--- config.mk ---
export PLATFORM = sky130hd
export DESIGN_NAME = alu_share_arbiter_flat
export DESIGN_NICKNAME = d
export VERILOG_FILES = /design/src/rtl/alu_share_arbiter_if.sv /design/src/rtl/alu_share_arbiter.sv /design/src/flat_wrapper.sv
export SDC_FILE = /design/constraint.sdc
export NUM_CORES = 1
export LEC_CHECK = 0
export CAP_MARGIN = 20
export CORE_ASPECT_RATIO = 0.6
export CORE_MARGIN = 2
export CORE_UTILIZATION = 40
export DETAILED_ROUTE_END_ITERATION = 16
export HOLD_SLACK_MARGIN = 0.06
export PLACE_DENSITY = 0.87
export REMOVE_ABC_BUFFERS = 1
export SLEW_MARGIN = 20
export SYNTH_ARGS = -nofsm -noshare
export SYNTH_HDL_FRONTEND = slang
export SYNTH_SLANG_ARGS = --single-unit
export TNS_END_PERCENT = 10
--- constraint.sdc ---
create_clock -name clk -period 4 [get_ports clk]
set_input_delay 0.4 -clock clk [delete_from_list [all_inputs] [get_ports clk]]
set_output_delay 0.4 -clock clk [all_outputs]
set_load 0.01 [all_outputs]
--- src/rtl/alu_share_arbiter_if.sv ---
// alu_share_arbiter_if: request/response handshakes and ALU port bundle for alu_share_arbiter
interface alu_share_arbiter_if #(parameter int DATA_WIDTH = 32, parameter int CTRL_WIDTH = 4);
    logic                  req_valid0, req_valid1, req_ready0, req_ready1;
    logic [DATA_WIDTH-1:0] req_op1_0, req_op1_1, req_op2_0, req_op2_1;
    logic [CTRL_WIDTH-1:0] req_ctrl0, req_ctrl1;
    logic [DATA_WIDTH-1:0] alu_operand1, alu_operand2, alu_out, resp_data;
    logic [CTRL_WIDTH-1:0] alu_contrl;
    logic                  resp_valid0, resp_valid1, resp_ready0, resp_ready1, busy;
    modport master (
        output req_valid0, req_valid1, req_op1_0, req_op1_1, req_op2_0, req_op2_1, req_ctrl0, req_ctrl1,
        output alu_out, resp_ready0, resp_ready1,
        input  req_ready0, req_ready1, alu_operand1, alu_operand2, alu_contrl,
        input  resp_valid0, resp_valid1, resp_data, busy
    );
    modport slave (
        input  req_valid0, req_valid1, req_op1_0, req_op1_1, req_op2_0, req_op2_1, req_ctrl0, req_ctrl1,
        input  alu_out, resp_ready0, resp_ready1,
        output req_ready0, req_ready1, alu_operand1, alu_operand2, alu_contrl,
        output resp_valid0, resp_valid1, resp_data, busy
    );
endinterface

--- src/rtl/alu_share_arbiter.sv ---
// alu_share_arbiter: shares one combinational ALU between two requesters, round-robin on ties.
// Define ALU_ARB_FIXED_PRIO_EN to make requester 0 always win ties.
module alu_share_arbiter #(
    parameter int DATA_WIDTH = 32,
    parameter int CTRL_WIDTH = 4
) (
    input logic clk,
    input logic rst,
    alu_share_arbiter_if.slave bus
);
    typedef enum logic [1:0] {IDLE, EXEC, RESP} state_t;
    state_t                state;
    logic                  grant, grant_id, hs, resp_done;
    logic [DATA_WIDTH-1:0] win_op1, win_op2;
    logic [CTRL_WIDTH-1:0] win_ctrl;
`ifdef ALU_ARB_FIXED_PRIO_EN
    assign grant = !bus.req_valid0;
`else
    logic last_grant;
    assign grant = (bus.req_valid0 && bus.req_valid1) ? !last_grant : bus.req_valid1;
`endif
    assign bus.req_ready0 = !rst && state == IDLE && !grant && bus.req_valid0;
    assign bus.req_ready1 = !rst && state == IDLE && grant && bus.req_valid1;
    assign hs        = bus.req_ready0 || bus.req_ready1;
    assign win_op1   = grant ? bus.req_op1_1 : bus.req_op1_0;
    assign win_op2   = grant ? bus.req_op2_1 : bus.req_op2_0;
    assign win_ctrl  = grant ? bus.req_ctrl1 : bus.req_ctrl0;
    // only the granted channel's ready can complete the response
    assign resp_done = grant_id ? bus.resp_ready1 : bus.resp_ready0;
    always_ff @(posedge clk or posedge rst) begin
        if (rst) begin
            state            <= IDLE;
            grant_id         <= 1'b0;
`ifndef ALU_ARB_FIXED_PRIO_EN
            last_grant       <= 1'b1;
`endif
            bus.alu_operand1 <= '0;
            bus.alu_operand2 <= '0;
            bus.alu_contrl   <= '0;
            bus.resp_data    <= '0;
            bus.resp_valid0  <= 1'b0;
            bus.resp_valid1  <= 1'b0;
            bus.busy         <= 1'b0;
        end else begin
            case (state)
                IDLE: if (hs) begin
                    bus.alu_operand1 <= win_op1;
                    bus.alu_operand2 <= win_op2;
                    bus.alu_contrl   <= win_ctrl;
                    grant_id         <= grant;
`ifndef ALU_ARB_FIXED_PRIO_EN
                    last_grant       <= grant;
`endif
                    bus.busy         <= 1'b1;
                    state            <= EXEC;
                end
                EXEC: begin
                    bus.resp_data   <= bus.alu_out;
                    bus.resp_valid0 <= !grant_id;
                    bus.resp_valid1 <= grant_id;
                    state           <= RESP;
                end
                RESP: if (resp_done) begin
                    bus.resp_valid0 <= 1'b0;
                    bus.resp_valid1 <= 1'b0;
                    bus.busy        <= 1'b0;
                    state           <= IDLE;
                end
                default: state <= IDLE;
            endcase
        end
    end
endmodule

--- src/flat_wrapper.sv ---
// flat-port wrapper written by rule: the top's interface ports become plain ports
module alu_share_arbiter_flat 
#(
    parameter int DATA_WIDTH = 32,
    parameter int CTRL_WIDTH = 4
)
  (clk, rst, bus_req_valid0, bus_req_valid1, bus_req_op1_0, bus_req_op1_1, bus_req_op2_0, bus_req_op2_1, bus_req_ctrl0, bus_req_ctrl1, bus_alu_out, bus_resp_ready0, bus_resp_ready1, bus_req_ready0, bus_req_ready1, bus_alu_operand1, bus_alu_operand2, bus_alu_contrl, bus_resp_valid0, bus_resp_valid1, bus_resp_data, bus_busy);
  alu_share_arbiter_if #(.DATA_WIDTH(DATA_WIDTH), .CTRL_WIDTH(CTRL_WIDTH)) bus_i ();
  input logic clk;
  input logic rst;
  input wire logic [$bits(bus_i.req_valid0)-1:0] bus_req_valid0;
  input wire logic [$bits(bus_i.req_valid1)-1:0] bus_req_valid1;
  input wire logic [$bits(bus_i.req_op1_0)-1:0] bus_req_op1_0;
  input wire logic [$bits(bus_i.req_op1_1)-1:0] bus_req_op1_1;
  input wire logic [$bits(bus_i.req_op2_0)-1:0] bus_req_op2_0;
  input wire logic [$bits(bus_i.req_op2_1)-1:0] bus_req_op2_1;
  input wire logic [$bits(bus_i.req_ctrl0)-1:0] bus_req_ctrl0;
  input wire logic [$bits(bus_i.req_ctrl1)-1:0] bus_req_ctrl1;
  input wire logic [$bits(bus_i.alu_out)-1:0] bus_alu_out;
  input wire logic [$bits(bus_i.resp_ready0)-1:0] bus_resp_ready0;
  input wire logic [$bits(bus_i.resp_ready1)-1:0] bus_resp_ready1;
  output wire logic [$bits(bus_i.req_ready0)-1:0] bus_req_ready0;
  output wire logic [$bits(bus_i.req_ready1)-1:0] bus_req_ready1;
  output wire logic [$bits(bus_i.alu_operand1)-1:0] bus_alu_operand1;
  output wire logic [$bits(bus_i.alu_operand2)-1:0] bus_alu_operand2;
  output wire logic [$bits(bus_i.alu_contrl)-1:0] bus_alu_contrl;
  output wire logic [$bits(bus_i.resp_valid0)-1:0] bus_resp_valid0;
  output wire logic [$bits(bus_i.resp_valid1)-1:0] bus_resp_valid1;
  output wire logic [$bits(bus_i.resp_data)-1:0] bus_resp_data;
  output wire logic [$bits(bus_i.busy)-1:0] bus_busy;
  assign bus_i.req_valid0 = bus_req_valid0;
  assign bus_i.req_valid1 = bus_req_valid1;
  assign bus_i.req_op1_0 = bus_req_op1_0;
  assign bus_i.req_op1_1 = bus_req_op1_1;
  assign bus_i.req_op2_0 = bus_req_op2_0;
  assign bus_i.req_op2_1 = bus_req_op2_1;
  assign bus_i.req_ctrl0 = bus_req_ctrl0;
  assign bus_i.req_ctrl1 = bus_req_ctrl1;
  assign bus_i.alu_out = bus_alu_out;
  assign bus_i.resp_ready0 = bus_resp_ready0;
  assign bus_i.resp_ready1 = bus_resp_ready1;
  assign bus_req_ready0 = bus_i.req_ready0;
  assign bus_req_ready1 = bus_i.req_ready1;
  assign bus_alu_operand1 = bus_i.alu_operand1;
  assign bus_alu_operand2 = bus_i.alu_operand2;
  assign bus_alu_contrl = bus_i.alu_contrl;
  assign bus_resp_valid0 = bus_i.resp_valid0;
  assign bus_resp_valid1 = bus_i.resp_valid1;
  assign bus_resp_data = bus_i.resp_data;
  assign bus_busy = bus_i.busy;
  alu_share_arbiter #(.DATA_WIDTH(DATA_WIDTH), .CTRL_WIDTH(CTRL_WIDTH)) u_core (.clk(clk), .rst(rst), .bus(bus_i));
endmodule
== Word level (Yosys, flattened, before mapping) ==
Index checks and enable logic that the tools add are counted.

* Flip-flop bits (word level): 107
* Output and inout port bits: 105
* Logic and storage cells: 45

* Eq/ne operators: 4
* Mux-type cells: 13
* Reduce and logical (&&, ||, !) cells: 18

{| class="wikitable"
|+ Operators by type and width
! cell !! number
|-
| 32-bit two-way mux || 2
|-
| 1-bit logical AND || 6
|-
| 1-bit one-hot mux with 2 select lines || 3
|-
| 2-bit one-hot mux with 3 select lines || 1
|-
| 2-bit AND reduction || 3
|-
| 1-bit logical NOT || 4
|-
| 1-bit two-way mux || 4
|-
| 2-bit two-way mux || 2
|-
| 4-bit two-way mux || 1
|-
| 2-bit by 1-bit inequality test with 1-bit output, second input constant || 2
|-
| 2-bit nonzero test || 2
|-
| 3-bit AND reduction || 1
|-
| 2-bit by 1-bit == test with 1-bit output, second input constant || 1
|-
| 2-bit == test, second input constant || 1
|-
| 2-bit logical NOT || 1
|-
| 1-bit logical OR || 1
|}

== Depth between registers and ports, before layout ==
Gate-level depths: netlist of the first run.

* Depth in word-level cells: 8
* Mapped depth: 6

== Worst setup path before layout of the first run ==
Ideal clock, no wire load.

* Path kind: flip-flop to output port
* From: reg u_core.state[0]
* To: out bus_req_ready0
* Data arrival time: 1.298 ns
* Required time: 3.600 ns
* Path slack: 2.302 ns
* Cell stages (with the launch flop): 5
* Buffers on the path: 2
* Cells stage by stage: dfrtp_1 nor3_2 buf_2 buf_6 nor3b_1

* Word-level cells in the longest chain between the ends: 4

{| class="wikitable"
|+ RTL lines
! item !! RTL line !! RTL
|-
| start, declared || alu_share_arbiter.sv:12 || <nowiki>state_t state;</nowiki>
|-
| start signal, assigned || alu_share_arbiter.sv:32 || <nowiki>state <= IDLE;</nowiki>
|-
| start signal, assigned || alu_share_arbiter.sv:55 || <nowiki>state <= EXEC;</nowiki>
|-
| start signal, assigned || alu_share_arbiter.sv:61 || <nowiki>state <= RESP;</nowiki>
|-
| 2-bit logical NOT || alu_share_arbiter.sv:22 || <nowiki>assign bus.req_ready0 = !rst && state == IDLE && !grant && bus.req_valid0;</nowiki>
|-
| 1-bit logical AND (3 in a row) || alu_share_arbiter.sv:22 ||
|-
| end, declared || flat_wrapper.sv:22 || <nowiki>output wire logic [$bits(bus_i.req_ready0)-1:0] bus_req_ready0;</nowiki>
|}

Every way passes these cells.

== Worst setup path after layout of the first run ==
* From: in rst
* To: out bus_req_ready0

* Word-level cells in the longest chain between the ends: 4

{| class="wikitable"
|+ RTL lines
! item !! RTL line !! RTL
|-
| start, declared || flat_wrapper.sv:10 || <nowiki>input logic rst;</nowiki>
|-
| 1-bit logical NOT || alu_share_arbiter.sv:22 ||
|-
| 1-bit logical AND (3 in a row) || alu_share_arbiter.sv:22 ||
|}

Every way passes these cells.

==> results of run 1 <==
cell type report:
class,instances,area [um^2],share of cell area (%)
sequential,107,2680,31.9
timing repair buffer,285,2860,34.1
multi-input combinational,255,2310,27.6
tap,170,213,2.54
clock inverter,7,85.1,1.01
clock buffer,9,225,2.68
inverter,3,16.3,0.194
logic make-up (layout without fill, tap and decap cells):
family / count (synthesis) / count (layout) / share of synthesized area [%]
compound gates: 146 / 146 / 34.6
flops: 107 / 107 / 50.7
simple gates: 108 / 108 / 8.28
buf+inv: 50 / 304 / 6.22
mux: 1 / 1 / 0.213
final timing paths:
check,cells after the start,from,endpoint
setup / recovery,4,rst,bus_req_ready0
hold / removal,2,u_core.bus.resp_data[11],u_core.bus.resp_data[11]
setup reg to reg,4,u_core.last_grant,u_core.bus.alu_operand2[4]
hold reg to reg,2,u_core.bus.resp_data[11],u_core.bus.resp_data[11]
max in group asynchronous,3,rst,u_core.bus.alu_operand1[21]
min in group asynchronous,2,rst,u_core.bus.resp_valid1
registers in the layout (all words and copies together) (netlist names):
register,count
u_core.bus.busy,1
u_core.bus.alu_operand1,32
u_core.last_grant,1
u_core.bus.resp_data,32
u_core.bus.resp_valid0,1
u_core.grant_id,1
u_core.bus.resp_valid1,1
u_core.bus.alu_operand2,32
u_core.bus.alu_contrl,4
u_core.state,2
layer usage:
metal	routed length [um]	track usage, %
met5	0	0
met3	1090	6.35
met4	160	4.63
met1	6660	27.7
met2	7760	36.5
where the power goes:
| group | internal [uW] | switching [uW] |
|---|---|---|
| clock network | 498 | 417 |
| logic | 1700 | 1200 |
| registers | 1590 | 367 |
| total | 3790 | 1990 |
cells in the final DEF, fill, tap and decap left out, types with 2 or more instances in the layout:
master | synthesis | final
o21ai_0 | 2 | 2
a2bb2oi_2 | 68 | 68
inv_8 | 0 | 2
o32ai_2 | 19 | 19
inv_6 | 0 | 2
clkdlybuf4s50_1 | 0 | 278
nor2b_4 | 0 | 2
buf_4 | 3 | 5
clkbuf_16 | 0 | 9
clkinvlp_4 | 0 | 2
dfrtp_1 | 106 | 106
nand2_1 | 99 | 99
o32ai_1 | 49 | 49
worst max-delay path: stages:
cell,delay [ps]
clkdlybuf4s50_1,570
nor3_4,280
nor3b_1,220
clkdlybuf4s50_1,610
through the flow:
stage	cell area (um^2)	worst slack (ps)	hold slack, ps
6_report	8390	1510	481
5_1_grt	8390	1410	498
4_1_cts	8380	1550	479
3_5_place_dp	8070	1250	461
3_3_place_gp	8040	1270	456
2_1_floorplan	4970	-2910	470
==> run metrics, run 1 <==
CTS tree built; drt first pass iters 4; Final min period 2490 ps; Final Slew Violations 0; Util after Layout around two thirds; vias 4508; max_slew headroom 40.3%; most instantiated cells after synthesis dfrtp_1 (106), nand2_1 (99), a2bb2oi_2 (68), o32ai_1 (49), buf_2 (26); initial detailed-routing violation count 206; CTS Sinks 107; FFs w/ async S/R, synth between 90% and 100%; CTS Buf Count 9; DR DRC count 0; Netlist cell types 28; Final #Nets 835; first-pass GRT wire length 24500 um; count of maximum capacitance violations 0; Clock Path Buffers 2; DIE AREA 0.0142 mm^2; core area roughly 0.013 mm^2; RSZ-0062 raised after global routing false; startpoint type of the worst setup path input pin; PostCTS Resize Cnt 0; top-count cell post-synth dfrtp_1; EDFF count, synth 0; total grt overflow 0; CP Max Fanout 4; leakage between 0.003 and 0.004 uW; GRT Total Usage 21.5%; Core Rows 32; H-tree Lvls 3; Die W 152 um; Hold Buf Count CTS 0; Root Driver clkbuf_16; clk_skew 6.81 ps; achievable frequency between 400 and 500 MHz; Final HPWL DP 11200 um; Area Overhead vs Synth 58.6%; worst slew pin tran roughly 900 ps; Syn Area/Cell around 13 um^2; YS warnings 0; Final Wtd Congestion 0.786; largest cells by area after synthesis dfrtp_1 (50%), a2bb2oi_2 (19%), o32ai_1 (8.1%); CTS clk-pin slew, worst paths 80 ps; initial antenna violation count 0; Post-DRT Antenna Nets 0; Die Ht between 90 and 100 um; sequential share of the synthesized area 50.7%; IO Port Bufs 278; Ports ~280; clk_lat worst skew 340 ps; Syn Std Cell Area roughly 0.0053 mm^2; routed vias/inst 5.39; DP Cell Count 820; non-filler cells, final 836; share of the synthesized area in the top cell type between 50 and 60%; Mapped Cells 412; Final setup viols 0; Filler cells 983; worst endpoint data arrival time 2090 ps; critical path capture point type primary output; R2R Setup Slk 1940 ps; Most used DFF post-synth dfrtp_1; routed length per instance 18.7 um; Sum Neg Setup Slack 0 ps; required time worst endpoint 3600 ps; layout cells sized above 1 18.3%; drt total wl roughly 16000 um; post-synth top area cell dfrtp_1; pin count of the biggest net entering global routing 83; final hold vios 0; CP Class input pin to primary output; Design Power between 5000 and 6000 uW; status completed; hold crit path type register to register; vias in the first global route approximately 4600; setup bufs post-CTS 0; #FFs+latches synth 107; Max VDD drop 0.381 mV; PwrDens 688 mW/mm^2; antenna cell count 0; Initial Utilization 41.0%; Tcrit/Tclk final 62.2%
(Power assumes the default switching activity.)
==> run 2: changes to the inputs <==
--- a/config.mk
+++ b/config.mk
@@ -8,10 +8,10 @@
 export CAP_MARGIN = 20
 export CORE_ASPECT_RATIO = 0.6
 export CORE_MARGIN = 2
-export CORE_UTILIZATION = 40
+export CORE_UTILIZATION = 36
 export DETAILED_ROUTE_END_ITERATION = 16
 export HOLD_SLACK_MARGIN = 0.06
-export PLACE_DENSITY = 0.87
+export PLACE_DENSITY = 0.83
 export REMOVE_ABC_BUFFERS = 1
 export SLEW_MARGIN = 20
 export SYNTH_ARGS = -nofsm -noshare
==> constraint.sdc (replaced) <==
create_clock -name clk -period 2.2 [get_ports clk]
set_input_delay 0.22 -clock clk [delete_from_list [all_inputs] [get_ports clk]]
set_output_delay 0.22 -clock clk [all_outputs]
set_load 0.01 [all_outputs]
==> run 2 against run 1 <==
Total power increased by 83%. Sequential power rose by 82%. Largest cell class unchanged. Die area up 11%. Setup slack got worse by 1300 ps. Highest routed layer unchanged. Combinational power up 83%. Clock skew fell by 0.82 ps. Hold slack lost 120 ps. Clock-buffer cell count up 2. Critical path depth unchanged.
==> run metrics, run 2 (same netlist as run 1, synthesis figures left out) <==
status completed; Regs by FF count u_core.bus.alu_operand1 (32), u_core.bus.alu_operand2 (32), u_core.bus.resp_data (32); Final Slew Violations 0 (unchanged); Die W 160 um (+5.3%); core area 0.0144 mm^2 (+12%); CTS tree built; pin count of the biggest net entering global routing 75 (-9.6%); Ports 279 (unchanged); Clock Path Buffers 2 (unchanged); count of maximum capacitance violations 0 (unchanged); initial antenna violation count 0 (unchanged); reg2reg end u_core.bus.alu_operand1[23]; max_slew headroom 41.5% (+1.2 points); CP Max Fanout 5 (+1); Max VDD drop 0.634 mV (+66%); Hold Slack 356 ps (-125 ps); most frequent cells in the layout clkdlybuf4s50_1 (277), dfrtp_1 (106), nand2_1 (99); Final setup viols 0 (unchanged); clk_lat worst skew 330 ps (about the same); CTS clk-pin slew, worst paths 70 ps (about the same); Final HPWL DP 11500 um (+2.9%); Hold Buf Count CTS 0 (unchanged); first-pass GRT wire length 25700 um (+4.8%); RSZ-0062 raised after global routing false; worst endpoint data arrival time 1810 ps (-280 ps); most common cell after layout, fill and taps aside clkdlybuf4s50_1; non-filler cells, final 866 (+3.6%); Post-Place Setup Slack -66.9 ps (-1320 ps); Initial Utilization 36.7% (-4.3 points); drt total wl 15800 um (+0.62%); final hold vios 0 (unchanged); routed vias/inst 5.17 (-4.1%); IO Port Bufs 278 (unchanged); Filler cells 1152 (+17%); GRT Total Usage 20.5% (-0.99 points); CP Class input pin to primary output; setup bufs post-CTS 0 (unchanged); area of the multi-input gates 0.00230 mm^2 (-0.32%); antenna cell count 0 (unchanged); Tcrit/Tclk final 92.1%; final instance area 0.00849 mm^2 (+1.2%); worst slew pin tran 878 ps (-18.1 ps); vias 4477 (-0.69%); startpoint type of the worst setup path input pin; H-tree Lvls 3 (unchanged); CTS Buf Count 9 (unchanged); Die Ht 97.9 um (+5.2%); DP Cell Count 851 (+3.8%); routed length per instance 18.2 um (-2.9%); initial detailed-routing violation count 148 (-28%); Post-DRT Antenna Nets 0 (unchanged); Area Overhead vs Synth 60.5%; DIE AREA 0.0157 mm^2 (+11%); path depth of the worst reg2reg path 5 (+1); Final #Nets 838 (+0.36%); achievable frequency 493 MHz; CTS Sinks 107 (unchanged); Root Driver clkbuf_16; DR DRC count 0 (unchanged); leakage 0.00329 uW (+1.4%); R2R Setup Slk 240 ps (-1700 ps); hold crit path type input pin to asynchronous set/reset pin; Final min period 2030 ps; layout cells sized above 1 18.1% (-0.20 points); critical path capture point type primary output; Core Rows 34 (+6.3%); register area 0.00268 mm^2 (unchanged); total grt overflow 0 (unchanged); Post-Place Cell Area 0.00818 mm^2 (+1.3%); Final Wtd Congestion 0.780 (-0.78%); drt first pass iters 4 (unchanged); worst r2r src u_core.state[1]; Setup WS post-layout 173 ps (-1340 ps); required time worst endpoint 1980 ps (-1620 ps); vias in the first global route 4806 (+3.6%); PostCTS Resize Cnt 0 (unchanged); clk_skew 5.99 ps (-0.817 ps); PwrDens 1250 mW/mm^2 (+81%)
==> run 2: worst max path at each step <==
stage	start	endpoint	slack, ps	cells after the start
global placement	rst	u_core.bus.alu_operand1[23]	9	6
CTS	u_core.state[1]	bus_req_ready0	10	3
global route	u_core.state[1]	u_core.bus.alu_operand2[0]	110	5
finish	bus_req_valid1	bus_req_ready1	170	4
detailed placement	rst	u_core.bus.alu_operand1[11]	-70	6
floorplan	u_core.state[0]	u_core.bus.busy	-4710	3
==> run 2: layout make-up <==
| cell class | count | area share (%) |
|---|---|---|
| clock buffer | 11 | 2.74 |
| inverter | 3 | 0.162 |
| tap | 198 | 2.92 |
| sequential | 107 | 31.6 |
| clock inverter | 4 | 0.899 |
| multi-input combinational | 255 | 27.1 |
| timing repair buffer | 288 | 34.6 |
==> run 2: critical path, stage by stage <==
cell             delay, ps
clkdlybuf4s50_1        560
a21bo_2                280
nor4_2                 150
clkdlybuf4s50_1        590
==> run 2: where the power goes <==
group	internal (uW)	switching (uW)	total [uW]
sequential	2900	675	3570
clock	995	688	1680
combinational	3130	2190	5310
total	7020	3550	10600
==> run 2: metal layers <==
layer	track usage, %	share of wire, %	up-vias
met4	4.37	0.93	0
li1	-	-	2069
met5	0	0	-
met3	6.63	8.6	12
met2	35.5	49	172
met1	25.3	42	2224
==> run 2: stage by stage <==
| step | setup TNS [ps] | total power, uW | util (%) |
|---|---|---|---|
| floorplan | -414270 | 6240 | - |
| global placement | 0 | 8770 | 56.7 |
| detailed placement | -2280 | 8970 | 56.7 |
| CTS | 0 | 10700 | 58.8 |
| global route | 0 | 11200 | 58.9 |
| finish | 0 | 10600 | 58.9 |
==> run 3: changes to the inputs <==
--- a/config.mk
+++ b/config.mk
@@ -9,7 +9,9 @@
 export CORE_ASPECT_RATIO = 0.6
 export CORE_MARGIN = 2
 export CORE_UTILIZATION = 36
+export CTS_CLUSTER_SIZE = 16
 export DETAILED_ROUTE_END_ITERATION = 16
+export GPL_TIMING_DRIVEN = 0
 export HOLD_SLACK_MARGIN = 0.06
 export PLACE_DENSITY = 0.83
 export REMOVE_ABC_BUFFERS = 1
==> run 3 against run 2 <==
Global-route usage rose by 0.57 points. Die area stayed put. First-iteration DRC count is 2.0% lower. Clock skew is 3.9 ps higher. Largest power group unchanged.
==> run metrics, run 3 (same netlist as run 1, synthesis figures left out) <==
initial antenna violation count 0 (unchanged); CTS Sinks 107 (unchanged); clk_lat worst skew 340 ps (about the same); Ports 279 (unchanged); register area 0.00268 mm^2 (about the same); worst r2r src u_core.state[0]; RSZ-0062 raised after global routing false; DR DRC count 0 (unchanged); Sum Neg Setup Slack 0 ps (unchanged); final hold vios 0 (unchanged); layout cells sized above 1 20.0% (+1.9 points); Util after Layout 59.8% (+0.92 points); hold crit path type input pin to register; most common cell after layout, fill and taps aside clkdlybuf4s50_1; hold endpoint u_core.bus.resp_data[26]; Post-Place Cell Area 0.00827 mm^2 (+1.1%); CTS Buf Count 9 (unchanged); CTS clk-pin slew, worst paths 80 ps (about the same); Final HPWL DP 11800 um (+2.7%); worst endpoint data arrival time 1880 ps (+70 ps); clk_skew 9.90 ps (+3.91 ps); Die W 160 um (unchanged); required time worst endpoint 1980 ps (about the same); Die Ht 97.9 um (unchanged); Initial Utilization 36.7% (unchanged); Final #Nets 845 (+0.84%); Post-Place Setup Slack -358 ps (-291 ps); vias in the first global route 4946 (+2.9%); core area 0.0144 mm^2 (unchanged); pin count of the biggest net entering global routing 70 (-6.7%); Regs by FF count u_core.bus.alu_operand1 (32), u_core.bus.alu_operand2 (32), u_core.bus.resp_data (32); antenna cell count 0 (unchanged); CTS tree built; hold path start bus_alu_out[26]; Final Wtd Congestion 0.808 (+3.5%); Clock Path Buffers 2 (unchanged); Tcrit/Tclk final 95.3% (+3.1 points); count of maximum capacitance violations 0 (unchanged); routed vias/inst 5.14 (-0.61%); Max VDD drop 0.734 mV (+16%); first-pass GRT wire length 26500 um (+3.4%); max_slew headroom 51.1% (+9.6 points); initial detailed-routing violation count 145 (-2.0%); Final min period 2100 ps (+69.1 ps); Final setup viols 0 (unchanged); drt first pass iters 4 (unchanged); vias 4491 (+0.31%); leakage 0.00335 uW (+1.7%); Final Slew Violations 0 (unchanged); critical path capture point type primary output; most frequent cells in the layout clkdlybuf4s50_1 (275), dfrtp_1 (104), nand2_1 (99); reg2reg end u_core.bus.alu_operand1[24]; Root Driver clkbuf_16; Hold Path Depth 3; status completed; area of the multi-input gates 0.00233 mm^2 (+1.0%); total grt overflow 0 (unchanged); final instance area 0.00862 mm^2 (+1.6%); Core Rows 34 (unchanged); path depth of the worst reg2reg path 6 (+1); drt total wl 16500 um (+4.5%); GRT Total Usage 21.1% (+0.57 points); Area Overhead vs Synth 63.0%; Design Power 10700 uW (+1.6%); CP Class register to primary output; worst slew pin tran 733 ps (-145 ps); routed length per instance 18.9 um (+3.6%); Setup WS post-layout 104 ps (-69.1 ps); achievable frequency 477 MHz (-3.3%); startpoint type of the worst setup path register; CP Max Fanout 11 (+6); DIE AREA 0.0157 mm^2 (unchanged); IO Port Bufs 278 (unchanged); H-tree Lvls 3 (unchanged); Post-DRT Antenna Nets 0 (unchanged); Filler cells 1144 (-0.69%); PwrDens 1250 mW/mm^2 (about the same); Hold Buf Count CTS 0 (unchanged); R2R Setup Slk 160 ps (-80 ps)
-- run 3: what timing repair did --
action	in CTS	in global routing
pin swaps	1	1
setup buffers	3	2
resized for setup	8	2
hold endpoints to repair	0	0
setup endpoints to repair	2	1
gates cloned	1	0
-- run 3: area by class of cell --
| class | count | share of cell area [%] |
|---|---|---|
| Clock buffer | 11 | 2.93 |
| Clock inverter | 5 | 0.493 |
| Inverter | 3 | 0.247 |
| Multi-Input combinational cell | 256 | 27.0 |
| Sequential cell | 107 | 31.1 |
| Tap cell | 198 | 2.87 |
| Timing Repair Buffer | 294 | 35.4 |
-- run 3: how the worst max path moves through the flow --
stage                                  from  depth (start not counted)         endpoint
final                     u_core.last_grant                          3   bus_req_ready1
after global routing      u_core.last_grant                          3   bus_req_ready1
after CTS                   u_core.state[0]                          6   bus_req_ready0
after detailed placement                rst                          7   bus_req_ready0
after global placement                  rst                          4  u_core.bus.busy
after floorplan             u_core.state[0]                          3  u_core.bus.busy
-- run 3: power by group --
part	internal [uW]	leakage [uW]	switching (uW)	total, uW
Combinational	3290	0.00199	2270	5560
Sequential	2900	0.00121	683	3580
Clock	850	0.000149	743	1590
-- run 3: routing by layer --
metal | share of wire, % | track usage (%) | vias to the layer above
met3 | 7.2 | 5.99 | 18
met1 | 44 | 27.1 | 2220
met5 | 0 | 0 | -
met4 | 1.1 | 5.13 | 0
met2 | 48 | 35.5 | 169
li1 | - | - | 2084
-- run 3: stage by stage --
stage,hold WS (ps),cells
6_report,402,874
5_1_grt,407,874
4_1_cts,392,872
3_5_place_dp,467,852
3_3_place_gp,459,841
2_1_floorplan,290,365
-- run 3: worst max-delay path, cell delays in order (launching register included) --
cell and delay, ps:
dfstp_2 440, a21bo_4 310, nor4_2 190, clkdlybuf4s50_1 600
